[src/rtl/rv32i_regfile_arbiter.sv]
`default_nettype none
// ============================================================================
//  Module   : rv32i_regfile_arbiter
//  Purpose  : Shares a 2R/1W register file between the core and a debug port,
//             zero-fills x1..x31 after reset and never writes x0.
//  Revision : 1.0
// ============================================================================
module rv32i_regfile_arbiter #(
    parameter int CLEAR_ON_RESET = 1,
    parameter int STARVE_LIMIT   = 8
) (
    input  logic        clk_i,
    input  logic        rst_i,

    input  logic        core_we_i,
    input  logic [4:0]  core_rs1_i,
    input  logic [4:0]  core_rs2_i,
    input  logic [4:0]  core_rd_i,
    input  logic [31:0] core_din_i,
    output logic [31:0] core_rsa_o,
    output logic [31:0] core_rsb_o,
    output logic        core_stall_o,

    input  logic        dbg_req_i,
    input  logic        dbg_we_i,
    input  logic [4:0]  dbg_addr_i,
    input  logic [31:0] dbg_wdata_i,
    output logic        dbg_ack_o,
    output logic [31:0] dbg_rdata_o,

    output logic        rf_we_o,
    output logic [4:0]  rf_rs1_o,
    output logic [4:0]  rf_rs2_o,
    output logic [4:0]  rf_rd_o,
    output logic [31:0] rf_din_o,
    input  logic [31:0] rf_rsa_i,
    input  logic [31:0] rf_rsb_i
);

    typedef enum logic [1:0] {
        CLEAR = 2'd0,
        RUN   = 2'd1,
        DBG   = 2'd2,
        ACK   = 2'd3
    } state_t;

    localparam logic [7:0] STARVE_MAX = 8'(STARVE_LIMIT);
    localparam logic       CLR_EN     = (CLEAR_ON_RESET != 0);

    state_t      state_q;
    logic [4:0]  clr_cnt_q;
    logic [7:0]  wait_cnt_q;
    logic        stall_q;
    logic        ack_q;
    logic [31:0] rdata_q;

    always_ff @(posedge clk_i) begin
        if (rst_i) begin
            state_q    <= CLR_EN ? CLEAR : RUN;
            clr_cnt_q  <= 5'd1;
            wait_cnt_q <= 8'd0;
            stall_q    <= CLR_EN;
            ack_q      <= 1'b0;
            rdata_q    <= 32'd0;
        end else begin
            case (state_q)
                CLEAR: begin
                    if (clr_cnt_q == 5'd31) begin
                        state_q <= RUN;
                        stall_q <= 1'b0;
                    end else begin
                        clr_cnt_q <= clr_cnt_q + 5'd1;
                    end
                end
                RUN: begin
                    // A pending request waits only on core writes, and only up to STARVE_MAX cycles.
                    if (dbg_req_i && (!core_we_i || wait_cnt_q == STARVE_MAX)) begin
                        state_q    <= DBG;
                        stall_q    <= 1'b1;
                        wait_cnt_q <= 8'd0;
                    end else if (dbg_req_i) begin
                        wait_cnt_q <= wait_cnt_q + 8'd1;
                    end else begin
                        wait_cnt_q <= 8'd0;
                    end
                end
                DBG: begin
                    state_q <= ACK;
                    ack_q   <= 1'b1;
                    if (!dbg_we_i) begin
                        rdata_q <= rf_rsa_i;
                    end
                end
                default: begin
                    state_q <= RUN;
                    ack_q   <= 1'b0;
                    stall_q <= 1'b0;
                end
            endcase
        end
    end

    always_comb begin
        rf_we_o  = 1'b0;
        rf_rs1_o = core_rs1_i;
        rf_rs2_o = core_rs2_i;
        rf_rd_o  = core_rd_i;
        rf_din_o = core_din_i;
        case (state_q)
            CLEAR: begin
                rf_we_o  = 1'b1;
                rf_rd_o  = clr_cnt_q;
                rf_din_o = 32'd0;
            end
            RUN: begin
                rf_we_o = core_we_i && (core_rd_i != 5'd0);
            end
            DBG: begin
                rf_we_o  = dbg_we_i && (dbg_addr_i != 5'd0);
                rf_rs1_o = dbg_addr_i;
                rf_rd_o  = dbg_addr_i;
                rf_din_o = dbg_wdata_i;
            end
            default: begin
                rf_we_o = 1'b0;
            end
        endcase
    end

    assign core_rsa_o   = rf_rsa_i;
    assign core_rsb_o   = rf_rsb_i;
    assign core_stall_o = stall_q;
    assign dbg_ack_o    = ack_q;
    assign dbg_rdata_o  = rdata_q;

endmodule
`default_nettype wire

[config.mk]
export PLATFORM = sky130hd
export DESIGN_NAME = rv32i_regfile_arbiter
export DESIGN_NICKNAME = d
export VERILOG_FILES = /design/src/rtl/rv32i_regfile_arbiter.sv
export SDC_FILE = /design/constraint.sdc
export NUM_CORES = 1
export LEC_CHECK = 0
export BUFFER_PORTS_ARGS = -buffer_cell sky130_fd_sc_hd__buf_2
export CORE_AREA = 2 2 118 120
export DETAILED_ROUTE_END_ITERATION = 8
export DIE_AREA = 0 0 120 122
export SYNTH_ARGS = -nofsm -noshare
export SYNTH_HDL_FRONTEND = slang
export SYNTH_SLANG_ARGS = --single-unit
[constraint.sdc]
create_clock -name clk_i -period 2.35 [get_ports clk_i]
set_input_delay 0.1175 -clock clk_i [delete_from_list [all_inputs] [get_ports clk_i]]
set_output_delay 0.1175 -clock clk_i [all_outputs]
set_load 0.02 [all_outputs]
==> out/qor.csv <==
metric,value,unit
Critical Path RT,2230,ps
DRT met1 WL,3.58,mm
vias in the first global route,2818,
max cap viols,0,
CTS Hold Bufs,0,
top layer reached by signal wires,met4,
post-synth net total,579,
"Cell Area, Synth",3190,sq um
GRT Overall Usage,12.2,%
Slew headroom,69.3,%
Finished Core Util,30.6,%
CTS tree,done,
cell family with most CP delay,buffers and inverters,
RSZ-0062 raised after global routing,false,
"commonest cells after routing, fill and taps aside","224 x buf_2, 96 x nand2_1, 49 x dfxtp_1",
initial antenna violation count,1,
Pwr Total,2.65,mW
Leakage,2.05,nW
WP buf/inv,3,
worst r2r src,clr_cnt_q[0],
share of cells above drive strength 1,45.4,%
max incr delay on CP,390,ps
fin cells,742,
Worst IR Drop VDD,299,uV
Mapped Cells,417,
ys async rst share,0,%
initial core utilization,23.6,%
"EDFF count, synth",0,
YS warnings,0,
setup TNS,0,ps
minimum clock period,2110,ps
routed vias,3288,
H-tree level count,2,
largest net degree at the start of global routing,43,
cell area after layout,4130,sq um
Synth area leaders,"dfxtp_1 31%, buf_4 16%, nand2_1 11%",
ANT cells,0,
largest fanout on the critical path,15,
"Slowest-stage cell, CP",dfxtp_1,
DRC viols,0,
startpoint types,flop,
Nets,723,
"Hold Vio Cnt, Final",0,
reg-to-reg setup timing slack,510,ps
outcome,"complete, no violations",
Longest Clk Path Bufs,2,
Slew @ Worst Pin,460,ps
CTS buffer count,5,
"Distinct cells, synth",40,
setup slack at placement,528,ps
clock root cell,clkbuf_16,
hold slack,65.1,ps
clk slew on worst S/H paths,70,ps
crit share post-route,90.0,%
"commonest non-fill, non-tap cell in the layout",buf_2,
met3 routed WL,1.11,mm
Synth top area share,30.8,%
cell count after placement,734,
placed cell area,3990,sq um
I/O pins,299,
final wirelength,9.80,mm
Routed Antenna Nets,0,
DR iter-0 viols,109,
"Slew Viols, Final",0,
gp weighted congestion,0.727,
wire per inst,13.2,microns
Pwr Density,641,nW/um^2
# clock sinks,49,
IO Port Bufs,224,
die height,122,microns
"Clk Latency, worst-skew pair",300,ps
area of the core,13500,sq um
Post-CTS Setup Inserts,0,
row cnt,43,
global route overflow,0,
half-perimeter wire length after placement,7.79,mm
area delta synth->final,29.7,%
Final WS setup,236,ps
Crit Path Category,reg2out,
"area leader, netlist",dfxtp_1,
Peak Freq,473,MHz
endpoint class of the critical path,output port,
Synth Flop Type,dfxtp_1,
die area,14600,sq um
worst clock skew,6.95,ps
First-pass DRT Iterations,4,
WL met2,4.85,mm
global-route wire length before repair,14.1,mm
Seq cells post-synth,49,
worst endpoint data arrival time,2000,ps
Die X,120,microns
syn avg cell area,7.64,sq um
via/cell ratio,4.43,
Min-Delay Startpoint,rf_rsa_i[18],
register area share after synthesis,30.8,%
Post-CTS Resized,0,
# setup viols final,0,
Hold Crit Class,in2reg,
Worst Setup SP,state_q[0],
CP cell instances,inv_1 -> ha_1 -> nor2_1 -> buf_4 -> a22o_1 -> buf_2,
## path summary, 6_finish.rpt
| path | endpoint | depth (start not counted) |
|---|---|---|
| setup / recovery | rf_din_o[17] | 6 |
| hold / removal | dbg_rdata_o[18] | 3 |
| setup reg to reg | clr_cnt_q[2] | 8 |
| hold reg to reg | dbg_rdata_o[5] | 2 |
## report_power, final
part	total, mW	leakage [nW]	internal (mW)	switching, mW
Sequential	0.914	0.395	0.872	0.0416
Clock	0.717	0.0706	0.392	0.325
Combinational	1.02	1.58	0.406	0.611
## state kept, by name, indices dropped and copies added, names as in the netlist
name and count:
clr_cnt_q 5, dbg_rdata_o 32, core_stall_o 1, dbg_ack_o 1, wait_cnt_q 8, state_q 2
## synthesized netlist by cell type (4+ instances only)
library cell	instances
inv_1	6
a31oi_1	4
nand2b_1	24
a22o_1	16
a22oi_1	5
mux2_2	5
mux2i_1	4
nor2_1	10
ha_1	9
a21oi_1	39
o21ai_0	21
nand2_1	96
clkbuf_1	22
dfxtp_1	49
buf_4	69
## logic make-up after synthesis
group | count (synthesis) | synth area share [%]
AOI/OAI and AO/OA | 93 | 18.7
and+or+nand+nor | 150 | 22.1
buffers and inverters | 102 | 20.3
adders and majority gates | 9 | 3.54
xor gates and xnor gates | 4 | 1.10
DFF | 49 | 30.8
muxes | 10 | 3.50
## area by class of cell
type                            instances  area, sq um
Fill cell                            1493         9370
Multi-Input combinational cell        266         1560
Timing Repair Buffer                  233         1200
Sequential cell                        49          981
Tap cell                              180          225
Clock buffer                            6          129
Inverter                                6         22.5
Clock inverter                          2         10.0
## layer usage
layer / vias up / global-route usage [%]
li1: 1612 / -
met3: 22 / 5.43
met1: 1470 / 12.0
met2: 184 / 22.4
met4: 0 / 5.07
met5: - / 0
## worst reg2reg max path: cells and delay by family, from the launching register on
kind,cells,cell delay [ps]
xor+xnor,1,130
fa+ha+maj,2,420
buf+inv,1,210
flops,1,350
simple gates,4,620
No activity file was read; power rests on OpenSTA's default activity.
